==> config.mk <==
export PLATFORM = sky130hd
export DESIGN_NAME = crossing_exit_ctrl
export DESIGN_NICKNAME = d
export VERILOG_FILES = /design/src/rtl/crossing_pkg.sv /design/src/rtl/sensor_debounce.sv /design/src/rtl/crossing_exit_ctrl.sv
export SDC_FILE = /design/constraint.sdc
export NUM_CORES = 1
export LEC_CHECK = 0
export CAP_MARGIN = 0
export CORE_MARGIN = 1
export CORE_UTILIZATION = 35
export CTS_BUF_LIST = sky130_fd_sc_hd__clkbuf_4
export DETAILED_ROUTE_END_ITERATION = 6
export GPL_TIMING_DRIVEN = 0
export SLEW_MARGIN = 20
export SYNTH_ARGS = -nofsm -noshare
export SYNTH_HDL_FRONTEND = slang
export SYNTH_HIERARCHICAL = 1
export SYNTH_SLANG_ARGS = --single-unit
==> constraint.sdc <==
create_clock -name clk -period 4.3 [get_ports clk]
set_input_delay 0.645 -clock clk [delete_from_list [all_inputs] [get_ports clk]]
set_output_delay 0.645 -clock clk [all_outputs]
set_load 0.02 [all_outputs]
==> src/rtl/crossing_pkg.sv <==
// Shared types and timing defaults for the level-crossing controllers
// (approach-side monitor and far-end exit controller).
package crossing_pkg;

  // Default timing, shared with the approach monitor so both ends agree.
  localparam int DEF_DEBOUNCE_CYCLES = 4;
  localparam int DEF_WARN_CYCLES     = 8;
  localparam int DEF_RAISE_CYCLES    = 6;
  localparam int DEF_FLASH_HALF      = 2;
  localparam int DEF_MAX_TRAINS      = 3;
  localparam int DEF_TIMEOUT_CYCLES  = 200;

  typedef enum logic [2:0] {
    ST_IDLE   = 3'd0,
    ST_WARN   = 3'd1,
    ST_CLOSED = 3'd2,
    ST_RAISE  = 3'd3,
    ST_FAULT  = 3'd4
  } state_e;

  // Width of a down-counter able to hold the largest of the given loads.
  function automatic int timer_width(input int a, input int b, input int c, input int d);
    int m;
    m = a;
    if (b > m) m = b;
    if (c > m) m = c;
    if (d > m) m = d;
    return (m < 1) ? 1 : $clog2(m + 1);
  endfunction

endpackage

==> src/rtl/sensor_debounce.sv <==
// Two-flop synchroniser followed by a consecutive-sample debouncer.
// The stable level flips only after DEBOUNCE_CYCLES consecutive synchronised
// samples that disagree with it; any agreeing sample reloads the count.
module sensor_debounce
  import crossing_pkg::*;
#(
  parameter int DEBOUNCE_CYCLES = DEF_DEBOUNCE_CYCLES
) (
  input  logic clk,
  input  logic reset,
  input  logic raw,
  output logic stable
);

  localparam int DW = timer_width(DEBOUNCE_CYCLES, 1, 1, 1);
  localparam logic [DW-1:0] RELOAD = DW'(DEBOUNCE_CYCLES - 1);
  localparam logic [DW-1:0] ONE    = DW'(1);

  logic          sync1_q, sync1_d;
  logic          sync2_q, sync2_d;
  logic          stable_q, stable_d;
  logic [DW-1:0] cnt_q, cnt_d;

  // Synchroniser shift and debounce down-counter with terminal-count compare.
  always_comb begin
    sync1_d  = raw;
    sync2_d  = sync1_q;
    stable_d = stable_q;
    cnt_d    = RELOAD;
    if (sync2_q != stable_q) begin
      if (cnt_q == '0) begin
        stable_d = sync2_q;
      end else begin
        cnt_d = cnt_q - ONE;
      end
    end
  end

  // Register stage with synchronous active-low reset.
  always_ff @(posedge clk) begin
    if (!reset) begin
      sync1_q  <= 1'b0;
      sync2_q  <= 1'b0;
      stable_q <= 1'b0;
      cnt_q    <= RELOAD;
    end else begin
      sync1_q  <= sync1_d;
      sync2_q  <= sync2_d;
      stable_q <= stable_d;
      cnt_q    <= cnt_d;
    end
  end

  assign stable = stable_q;

endmodule

==> src/rtl/crossing_exit_ctrl.sv <==
// Far-end level-crossing controller: counts trains in the section from the
// approach indication and the debounced exit sensor, and sequences warning
// lamp, barrier and clear lamp. Optional exit-sensor watchdog in CLOSED is
// built when CROSSING_TIMEOUT_EN is defined.
//
//   state  | meaning
//   IDLE   | section empty, barrier up, clear lamp on
//   WARN   | train announced, lamp flashing, barrier still up
//   CLOSED | barrier down, lamp flashing, waiting for section to empty
//   RAISE  | section empty, lamp steady, hold before barrier goes up
//   FAULT  | count inconsistency or stuck sensor; barrier down until reset
module crossing_exit_ctrl
  import crossing_pkg::*;
#(
  parameter int DEBOUNCE_CYCLES = DEF_DEBOUNCE_CYCLES,
  parameter int WARN_CYCLES     = DEF_WARN_CYCLES,
  parameter int RAISE_CYCLES    = DEF_RAISE_CYCLES,
  parameter int FLASH_HALF      = DEF_FLASH_HALF,
  parameter int MAX_TRAINS      = DEF_MAX_TRAINS
`ifdef CROSSING_TIMEOUT_EN
  , parameter int TIMEOUT_CYCLES = DEF_TIMEOUT_CYCLES
`endif
) (
  input  logic                               clk,
  input  logic                               reset,
  input  logic                               approach,
  input  logic                               sw2,
  output logic                               gate_down,
  output logic                               warn_led,
  output logic                               clear_led,
  output logic [$clog2(MAX_TRAINS+1)-1:0]    occ,
  output logic                               fault
);

  localparam int CW = $clog2(MAX_TRAINS + 1);
  localparam int TW = timer_width(WARN_CYCLES, RAISE_CYCLES, FLASH_HALF, DEBOUNCE_CYCLES);

  localparam logic [CW-1:0] OCC_MAX    = CW'(MAX_TRAINS);
  localparam logic [CW-1:0] OCC_ONE    = CW'(1);
  localparam logic [TW-1:0] TW_ONE     = TW'(1);
  localparam logic [TW-1:0] WARN_LOAD  = TW'(WARN_CYCLES - 1);
  localparam logic [TW-1:0] RAISE_LOAD = TW'(RAISE_CYCLES - 1);
  localparam logic [TW-1:0] FLASH_LOAD = TW'(FLASH_HALF - 1);

`ifdef CROSSING_TIMEOUT_EN
  localparam int WW = timer_width(TIMEOUT_CYCLES, 1, 1, 1);
  localparam logic [WW-1:0] WD_LOAD = WW'(TIMEOUT_CYCLES - 1);
  localparam logic [WW-1:0] WW_ONE  = WW'(1);
  logic [WW-1:0] wd_q, wd_d;
`endif

  state_e        state_q, state_d;
  logic [CW-1:0] occ_q, occ_d;
  logic [TW-1:0] timer_q, timer_d;
  logic [TW-1:0] flash_q, flash_d;
  logic          gate_down_q, gate_down_d;
  logic          warn_led_q, warn_led_d;
  logic          clear_led_q, clear_led_d;
  logic          fault_q, fault_d;
  logic          approach_q;
  logic          ext_prev_q;

  logic dbnc_stable;
  logic ent, ext, ent_only, ext_only;
  logic underflow, overflow;
  logic flashing_before;

  sensor_debounce #(
    .DEBOUNCE_CYCLES (DEBOUNCE_CYCLES)
  ) u_sw2_dbnc (
    .clk    (clk),
    .reset  (reset),
    .raw    (sw2),
    .stable (dbnc_stable)
  );

  // Edge detection and occupancy update; the count freezes once in FAULT.
  always_comb begin
    ent       = approach & ~approach_q;
    ext       = dbnc_stable & ~ext_prev_q;
    ent_only  = ent & ~ext;
    ext_only  = ext & ~ent;
    underflow = ext_only && (occ_q == '0);
    overflow  = ent_only && (occ_q == OCC_MAX);
    occ_d     = occ_q;
    if ((state_q != ST_FAULT) && !underflow && !overflow) begin
      if (ent_only) begin
        occ_d = occ_q + OCC_ONE;
      end else if (ext_only) begin
        occ_d = occ_q - OCC_ONE;
      end
    end
  end

  // Next-state logic; sequence timers count down and hold at zero.
  always_comb begin
    state_d = state_q;
    timer_d = (timer_q != '0) ? timer_q - TW_ONE : timer_q;
`ifdef CROSSING_TIMEOUT_EN
    wd_d    = (wd_q != '0) ? wd_q - WW_ONE : wd_q;
`endif
    if ((state_q != ST_FAULT) && (underflow || overflow)) begin
      state_d = ST_FAULT;
    end else begin
      case (state_q)
        ST_IDLE: begin
          if (ent) begin
            state_d = ST_WARN;
            timer_d = WARN_LOAD;
          end
        end
        ST_WARN: begin
          // Extra entries here only bump occ; the warning time is not extended.
          if (timer_q == '0) begin
            state_d = ST_CLOSED;
`ifdef CROSSING_TIMEOUT_EN
            wd_d    = WD_LOAD;
`endif
          end
        end
        ST_CLOSED: begin
          if (occ_d == '0) begin
            state_d = ST_RAISE;
            timer_d = RAISE_LOAD;
          end
`ifdef CROSSING_TIMEOUT_EN
          else if (occ_d != occ_q) begin
            wd_d = WD_LOAD;
          end else if (wd_q == '0) begin
            state_d = ST_FAULT;
          end
`endif
        end
        ST_RAISE: begin
          // A new train while the barrier is still down needs no fresh warning.
          if (ent) begin
            state_d = ST_CLOSED;
`ifdef CROSSING_TIMEOUT_EN
            wd_d    = WD_LOAD;
`endif
          end else if (timer_q == '0) begin
            state_d = ST_IDLE;
          end
        end
        ST_FAULT: begin
          state_d = ST_FAULT;
        end
        default: begin
          state_d = ST_FAULT;
        end
      endcase
    end
  end

  // Output decode from the next state so every output is registered.
  always_comb begin
    gate_down_d     = 1'b0;
    warn_led_d      = 1'b0;
    clear_led_d     = 1'b0;
    fault_d         = 1'b0;
    flash_d         = flash_q;
    flashing_before = (state_q == ST_WARN) || (state_q == ST_CLOSED);
    case (state_d)
      ST_IDLE: begin
        clear_led_d = 1'b1;
      end
      ST_WARN, ST_CLOSED: begin
        gate_down_d = (state_d == ST_CLOSED);
        if (!flashing_before) begin
          warn_led_d = 1'b1;
          flash_d    = FLASH_LOAD;
        end else if (flash_q == '0) begin
          warn_led_d = ~warn_led_q;
          flash_d    = FLASH_LOAD;
        end else begin
          warn_led_d = warn_led_q;
          flash_d    = flash_q - TW_ONE;
        end
      end
      ST_RAISE: begin
        gate_down_d = 1'b1;
        warn_led_d  = 1'b1;
      end
      ST_FAULT: begin
        gate_down_d = 1'b1;
        warn_led_d  = 1'b1;
        fault_d     = 1'b1;
      end
      default: begin
        gate_down_d = 1'b1;
        warn_led_d  = 1'b1;
        fault_d     = 1'b1;
      end
    endcase
  end

  // State register; edge registers load the current level during reset so a
  // level already high is not counted as a new edge on release.
  always_ff @(posedge clk) begin
    if (!reset) begin
      state_q     <= ST_IDLE;
      occ_q       <= '0;
      timer_q     <= '0;
      flash_q     <= '0;
      gate_down_q <= 1'b0;
      warn_led_q  <= 1'b0;
      clear_led_q <= 1'b1;
      fault_q     <= 1'b0;
      approach_q  <= approach;
      ext_prev_q  <= dbnc_stable;
`ifdef CROSSING_TIMEOUT_EN
      wd_q        <= '0;
`endif
    end else begin
      state_q     <= state_d;
      occ_q       <= occ_d;
      timer_q     <= timer_d;
      flash_q     <= flash_d;
      gate_down_q <= gate_down_d;
      warn_led_q  <= warn_led_d;
      clear_led_q <= clear_led_d;
      fault_q     <= fault_d;
      approach_q  <= approach;
      ext_prev_q  <= dbnc_stable;
`ifdef CROSSING_TIMEOUT_EN
      wd_q        <= wd_d;
`endif
    end
  end

  assign gate_down = gate_down_q;
  assign warn_led  = warn_led_q;
  assign clear_led = clear_led_q;
  assign occ       = occ_q;
  assign fault     = fault_q;

endmodule
# == After elaboration in Yosys (flattened, before gate mapping) ==
# Cells that the tools add are included.
# W data, S select, Z words.
# totals
elab_cells,84
register_bits,25
# classes
eq_ne,10
mux,23
n_addsub,5
reduce_logical,21
bitwise,11
# ops
cell,n
$mux W4,6
$mux W3,6
$eq A3 B2 Y1 const B,4
$pmux W3 S4,1
$logic_not A3 Y1,3
$logic_not A4 Y1,2
$pmux W4 S2,1
$sub A4 B1 Y4 const B,2
$not A1 Y1,7
$eq A3 B1 Y1 const B,2
$mux W2,3
$ne A3 B3 Y1 const B,2
$logic_and A1 B1 Y1,5
$and A1 B1 Y1,4
$logic_not A2 Y1,2
$mux W1,4
$pmux W1 S2,2
$reduce_bool A4 Y1,1
$reduce_or A4 Y1,1
$reduce_or A3 Y1,1
$sub A3 B1 Y3 const B,1
$add A2 B1 Y2 const B,1
$eq A2 B2 Y1 const B,1
$logic_not A1 Y1,2
other kinds (5),6

# == Logic depth before layout (Yosys ltp) ==
# Gate-level depths: netlist (run 1).
# depth
word_depth,16
mapped_depth,9
ltp_nobuf,9

# == By module ==
# The synthesis (run 1) kept the hierarchy.
# by_module_without_submodules
mod,instances,area_per_inst_um2,cells_per_inst,seq_area_each_um2
crossing_exit_ctrl,1,1092.3,134,380.4
sensor_debounce,1,239.0,22,120.1

# == Least setup slack after synthesis (run 1) ==
# OpenSTA, ideal clock, no wires.
# synth_timing
kind,register -> register
startpoint,"register occ_q[0], in the netlist occ[0]"
endpoint,register flash_q[2]
t_arrival_ps,2165
synth_period_minus_slack_ps,2287
required_time_ps,4178
path_stages_with_launch,9
n_path_buf,0
setup_time_ps,122
setup_slack_ps,2013
cell_sequence,dfxtp_1 > inv_1 > ha_1 > nor2_1 > o311ai_0 > a31oi_1 > o211ai_2 > nand3_4 > a311o_1
# synth_via
elab_chain_len,12
word_cells_on_any_way,22
cone_classes,add/sub (2); eq/ne (3); mux (6); reduce/logical (11)
# synth_rtl
item,line,source
from (decl),crossing_exit_ctrl.sv:53,"logic [CW-1:0] occ_q, occ_d;"
from (signal assigned),crossing_exit_ctrl.sv:202,occ_q <= '0;
from (signal assigned),crossing_exit_ctrl.sv:216,occ_q <= occ_d;
branches (longest 9 deep; another with $sub A2 B1 Y2),n/a,
$mux W3 (*),crossing_exit_ctrl.sv:102,if ((state_q != ST_FAULT) && (underflow || overflow)) begin
$eq A3 B2 Y1 / $eq A3 B1 Y1 (equally long branches),crossing_exit_ctrl.sv:163,case (state_d)
$reduce_or A2 Y1 (*),crossing_exit_ctrl.sv:163,
to (signal assigned),crossing_exit_ctrl.sv:218,flash_q <= flash_d;
to (decl),crossing_exit_ctrl.sv:55,"logic [TW-1:0] flash_q, flash_d;"
# Every way passes the cells marked *.
# A chain may end at the register's enable or synchronous reset.

# == Worst setup path in the final report (run 1) ==
# layout_timing
startpoint,input port approach
endpoint,register flash_q[2]
# layout_via
elab_chain_len,14
word_cells_on_any_way,24
cone_classes,eq/ne (2); mux (8); bitwise (4); reduce/logical (10)
# layout_rtl
item,line,source
from (decl),crossing_exit_ctrl.sv:26,"input logic approach,"
$and A1 B1 Y1 (*),crossing_exit_ctrl.sv:79,ent = approach & ~approach_q;
$not A1 Y1,crossing_exit_ctrl.sv:82,ext_only = ext & ~ent;
$and A1 B1 Y1,crossing_exit_ctrl.sv:82,
$logic_and A1 B1 Y1,crossing_exit_ctrl.sv:83,underflow = ext_only && (occ_q == '0);
$logic_not A1 Y1,crossing_exit_ctrl.sv:86,if ((state_q != ST_FAULT) && !underflow && !overflow) begin
$logic_and A1 B1 Y1 (2 in a row),crossing_exit_ctrl.sv:86,
$mux W2,crossing_exit_ctrl.sv:86,
$logic_not A2 Y1,crossing_exit_ctrl.sv:122,if (occ_d == '0) begin
$mux W3,crossing_exit_ctrl.sv:122,
$pmux W3 S4,crossing_exit_ctrl.sv:105,case (state_q)
$mux W3 (*),crossing_exit_ctrl.sv:102,
$eq A3 B2 Y1 / $eq A3 B1 Y1 (equally long branches),crossing_exit_ctrl.sv:163,
$reduce_or A2 Y1 (*),crossing_exit_ctrl.sv:163,
# Mark *: on every way between the ends. The rest lies on a longest branch, timed or not.

==> results.json, run 1 <==
{
  "final_common_cell": "dfxtp_1",
  "yosysWarnings": 6,
  "wl_per_cell_microns": 11.7,
  "hold_class": "flip-flop to flip-flop",
  "critPathMaxStageDelay_ns": 0.44,
  "p_per_area_nw_per_um2": 437,
  "synth_edf_count": 0,
  "core-area_sq_um": 3660,
  "vias": 1124,
  "viasPerCell": 5.18,
  "critical_path.top_delay_family": "compound AO/OA/AOI/OAI gates",
  "track_usage": 0.132,
  "syn_area_sq_um": 1330,
  "dieArea_sq_um": 4050,
  "cts_root_buffer": "clkbuf_4",
  "firstDrtPassIters": 6,
  "critPathRequiredTime_ns": 4.52,
  "drive_gt1_frac": 0.107,
  "hold_buffers": 0,
  "slowest_stage": "clkdlybuf4s50_1",
  "post-route-period-util": 0.633,
  "startpoint_type": "input port",
  "cts_setup_buffers": 0,
  "die-width_microns": 63.7,
  "drt-initial-drc-count": 59,
  "dp.cells": 213,
  "crit_buf_inv": 2,
  "crit_chain": "clkdlybuf4s50_1 > nor2b_1 > buf_2 > o311ai_0 > a31oi_1 > o21ai_0 > o21ai_1 > a311o_1",
  "syn_to_final_growth_pct": 13.3,
  "antenna_found_initial": 0,
  "grt_pass1_wl_microns": 4350,
  "fill_cells": 368,
  "antennaDiodeCount": 0,
  "synthesis.nets": 165,
  "die_h_microns": 63.7,
  "status": "complete, no violations",
  "yosysSeqAreaShare": 0.376,
  "clock_path_buffers": 2,
  "clkTransAtPathRegs_ns": 0.13,
  "max-vdd-ir-drop_mv": 0.178,
  "max-cap-violations": 0,
  "finalHoldViolCount": 0,
  "cts-resized-gates": 0,
  "critPathCaptureType": "flip-flop",
  "grt_pass1_vias": 994,
  "rows": 22,
  "fin_tns_setup_ns": 0,
  "ant_nets": 0,
  "clk-insertion-delay-late_ns": 0.31,
  "numCtsBuffers": 3,
  "critPathKind": "input port to flip-flop",
  "period_needed_ns": 2.72,
  "gp_congestion": 0.811,
  "syn_avg_cell_area_sq_um": 8.53,
  "layout_common_cells": "dfxtp_1, nand2_1, nor2_1, inv_1, clkdlybuf4s50_1",
  "dpl_cell_area_sq_um": 1480,
  "cts_tree": "built",
  "num_io_pins": 10,
  "synthArstFlopShare": 0,
  "netlist_instances": 156,
  "synth_flop_cell": "dfxtp_1",
  "stdcell_count": 217,
  "numPortBuffers": 9,
  "setup_viol": 0,
  "wl_microns": 2540,
  "crit_fanout": 9,
  "final_area_sq_um": 1510,
  "power.leakage_uw": 0.000616,
  "ys_ff_latch": 25,
  "overflow": 0,
  "hpwl_microns": 1960,
  "grt_max_degree": 15,
  "fin_worst_skew_ns": 0.00292,
  "start_util": 0.364,
  "worst_pin_slew_ns": 0.463,
  "maxSlewViolCount": 0,
  "max_clock_freq_mhz": 367,
  "power.total_uw": 659,
  "slew_headroom": 0.690,
  "arrival_ns": 2.94,
  "nets": 179,
  "cts_max_level": 1,
  "drc": 0,
  "cts.sinks": 25,
  "grt_setup_unrepaired": "no",
  "synth_cell_types": 50
}
[routing by layer]
layer  track usage  share of wire
met1         0.173           0.51
met2         0.217           0.45
met3        0.0163          0.036
met4        0.0511         0.0071
met5             0              0
[report_power, final]
part,switching (uW),total (uW),internal (uW)
registers,24.6,290,266
logic,143,267,123
clock network,66.9,102,34.7
total,235,659,424
[final timing paths]
check / startpoint / endpoint / slack [ns] / cells after the start
max: approach / flash_q[2]$_SDFFE_PN0P_ / 1.58 / 8
min reg2reg: u_sw2_dbnc/cnt_q[0]$_SDFF_PP1_ / u_sw2_dbnc/cnt_q[0]$_SDFF_PP1_ / 0.40 / 1
max reg2reg: occ[1]$_SDFF_PN0_ / flash_q[2]$_SDFFE_PN0P_ / 1.78 / 8
min: u_sw2_dbnc/cnt_q[0]$_SDFF_PP1_ / u_sw2_dbnc/cnt_q[0]$_SDFF_PP1_ / 0.40 / 1
[cells by family (layout without fill, tap and decap cells)]
kind of cell               Yosys count  count (layout)  synth area share
and+or+nand+nor                     70              70             0.296
buffers and inverters               14              27            0.0451
DFF                                 25              25             0.376
muxes                                3               3            0.0226
adders and majority gates            5               5            0.0470
xor gates and xnor gates             4               4            0.0263
AOI/OAI and AO/OA                   35              35             0.187
[cells in the mapped netlist (all sizes together) (2+ instances only)]
cell    number  share of area
clkbuf       2         0.0085
a31oi        3          0.014
a211o        2          0.014
and3         4          0.020
xnor2        3          0.020
nor2b        6          0.030
buf          3          0.011
o21a         2          0.011
o211a        2          0.015
nand2       16          0.045
nor3         3          0.011
a41oi        2          0.013
and3b        2          0.014
and2         6          0.028
a21oi        6          0.023
o211ai       3          0.021
nand2b       6          0.028
mux2i        3          0.023
inv          9          0.025
nand3        5          0.028
o21ai        7          0.026
or3          2         0.0094
or2          2         0.0094
ha           5          0.047
nor2        12          0.034
dfxtp       25           0.38
nor3b        2          0.015
[flip-flops by register name, summed over array words and instances (netlist names)]
name and cells:
occ 2, ext_prev_q 1, u_sw2_dbnc/sync2_q 1, u_sw2_dbnc/cnt_q 3
fault 1, gate_down 1, flash_q 4, warn_led 1
state_q 3, u_sw2_dbnc/stable 1, approach_q 1, timer_q 4
clear_led 1, u_sw2_dbnc/sync1_q 1
[stage by stage]
stage | hold WS [ns] | worst slack, ns | utilization
finish | 0.397 | 1.58 | 0.412
global route | 0.436 | 1.38 | 0.412
CTS | 0.403 | 1.60 | 0.412
detailed placement | 0.369 | 1.27 | 0.405
global placement | 0.368 | 1.26 | 0.405
floorplan | 0.358 | 2.01 | -
[layout make-up]
type,instances,area [sq um],area share
plain buffers,5,26.3,0.0174
clock buffers,3,22.5,0.0149
clock inverters,1,5.00,0.00332
inverters,9,33.8,0.0224
multi-input cells,117,771,0.511
flip-flops and latches,25,500,0.332
well taps,48,60.1,0.0398
repair buffers,9,90.1,0.0597
(Power assumes the default switching activity.)
==> inputs of run 2 (changes only) <==
==> constraint.sdc (replaced) <==
create_clock -name clk -period 2.2 [get_ports clk]
set_input_delay 0.33 -clock clk [delete_from_list [all_inputs] [get_ports clk]]
set_output_delay 0.33 -clock clk [all_outputs]
set_load 0.02 [all_outputs]
==> run 2 against run 1 <==
  * The run now ends with setup timing left
  * Via count increased by 5.9%
  * Clock power increased by 110%
  * Wire length increased by 23%
  * Design area increased by 14%
  * Non-clock buffer count increased by 9
  * Critical endpoint is now timer_q[3]$_SDFF_PN0_
  * Clock skew increased by 0.0020 ns
  * Critical path depth increased by 2
  * Register-to-register slack got worse by 1.8 ns
  * Combinational power increased by 140%
  * Sequential power increased by 98%
==> results.json, run 2 (synthesized netlist as in run 1, its figures left out) <==
{
  "max-vdd-ir-drop_mv": 0.370,
  "firstDrtPassIters": 4,
  "die-width_microns": 63.7,
  "period_needed_ns": 2.22,
  "critPathRequiredTime_ns": 2.45,
  "worst_pin_slew_ns": 0.423,
  "viasPerCell": 5.27,
  "hold_start": "u_sw2_dbnc/cnt_q[0]$_SDFF_PP1_",
  "p_per_area_nw_per_um2": 836,
  "numCtsBuffers": 3,
  "max-cap-violations": 0,
  "critPathCaptureType": "flip-flop",
  "fin_worst_skew_ns": 0.00495,
  "final_util": 0.471,
  "maxSlewViolCount": 0,
  "cp-startpoint": "approach",
  "clkTransAtPathRegs_ns": 0.13,
  "cts_root_buffer": "clkbuf_4",
  "syn_to_final_growth_pct": 29.4,
  "hpwl_microns": 1930,
  "layout_common_cells": "dfxtp_1, nand2_1, nor2_1, clkdlybuf4s50_1, buf_4",
  "startpoint_type": "input port",
  "hold_class": "flip-flop to flip-flop",
  "wl_per_cell_microns": 13.8,
  "ant_nets": 0,
  "start_util": 0.364,
  "power.leakage_uw": 0.000687,
  "overflow": 0,
  "post-route-period-util": 1.01,
  "rows": 22,
  "vias": 1190,
  "setup_ws_ns": -0.0206,
  "dpl_cell_area_sq_um": 1480,
  "cts_max_level": 1,
  "drt-initial-drc-count": 82,
  "grt_pass1_vias": 1114,
  "nets": 188,
  "core-area_sq_um": 3660,
  "numPortBuffers": 9,
  "drive_gt1_frac": 0.287,
  "cts_tree": "built",
  "antennaDiodeCount": 0,
  "die_h_microns": 63.7,
  "final_common_cell": "dfxtp_1",
  "grt_pass1_wl_microns": 4550,
  "final_area_sq_um": 1720,
  "timing.rr.start": "state_q[1]$_SDFF_PN0_",
  "violations": "setup timing",
  "finalHoldViolCount": 0,
  "hold_buffers": 0,
  "whs_ns": 0.407,
  "max_clock_freq_mhz": 450,
  "cts.sinks": 25,
  "grt_max_degree": 14,
  "slew_headroom": 0.718,
  "clock_path_buffers": 2,
  "num_io_pins": 10,
  "track_usage": 0.140,
  "crit_fanout": 9,
  "dieArea_sq_um": 4050,
  "gp_congestion": 0.930,
  "arrival_ns": 2.47,
  "critPathKind": "input port to flip-flop",
  "grt_setup_unrepaired": "yes",
  "clk-insertion-delay-late_ns": 0.32,
  "top_regs": "flash_q: 4 flops, timer_q: 4 flops",
  "wl_microns": 3120,
  "setup_viol": 1,
  "drc": 0,
  "antenna_found_initial": 0,
  "status": "finished, violations left"
}
==> run 2: metal layers <==
metal | up-vias | global-route usage | part of all wire
li1 | 593 | - | -
met1 | 561 | 0.165 | 0.43
met2 | 24 | 0.233 | 0.51
met3 | 12 | 0.0272 | 0.029
met4 | 0 | 0.0852 | 0.029
met5 | - | 0 | 0
==> run 2: metrics by stage <==
stage,total power [uW],worst slack [ns],setup TNS (ns),instances
detailed placement,1100,-0.493,-3.68,213
floorplan,977,0.0233,0,156
global placement,1090,-0.507,-3.23,213
global route,1540,-0.0667,-0.296,226
finish,1440,-0.0206,-0.0206,226
CTS,1360,-0.0655,-0.102,219
==> run 2: path summary, 6_finish.rpt <==
check	to	cells after the start	slack (ns)
setup / recovery	timer_q[3]$_SDFF_PN0_	10	-0.02
hold / removal	u_sw2_dbnc/cnt_q[0]$_SDFF_PP1_	1	0.41
setup reg to reg	timer_q[3]$_SDFF_PN0_	8	0.01
hold reg to reg	u_sw2_dbnc/cnt_q[0]$_SDFF_PP1_	1	0.41
==> run 2: final cells by class <==
cell class,count,area [sq um]
Tap cell,48,60.1
Multi-Input combinational cell,117,897
Sequential cell,25,509
Timing Repair Buffer,18,161
Buffer,5,31.3
Inverter,9,33.8
Fill cell,348,1940
Clock buffer,4,30.0
==> run 2: power breakdown <==
group          switching, uW  total, uW  internal, uW  leakage, uW
Sequential              53.9        573           519     0.000207
Combinational            342        651           309     0.000462
Clock                    132        216          83.5    0.0000184
==> run 2: critical path: stages <==
cell	delay [ns]
clkdlybuf4s50_1	0.43
nor2b_1	0.14
clkbuf_4	0.18
nor3_1	0.27
a31oi_2	0.12
a31oi_4	0.28
buf_6	0.14
nor2_1	0.05
o211a_1	0.29
nor3b_2	0.25
==> run 2: what timing repair did <==
action / CTS / global route
setup buffers: 2 / 7
pin swaps: 1 / 11
gates resized for setup: 4 / 30
endpoints found under the setup margin: 6 / 11
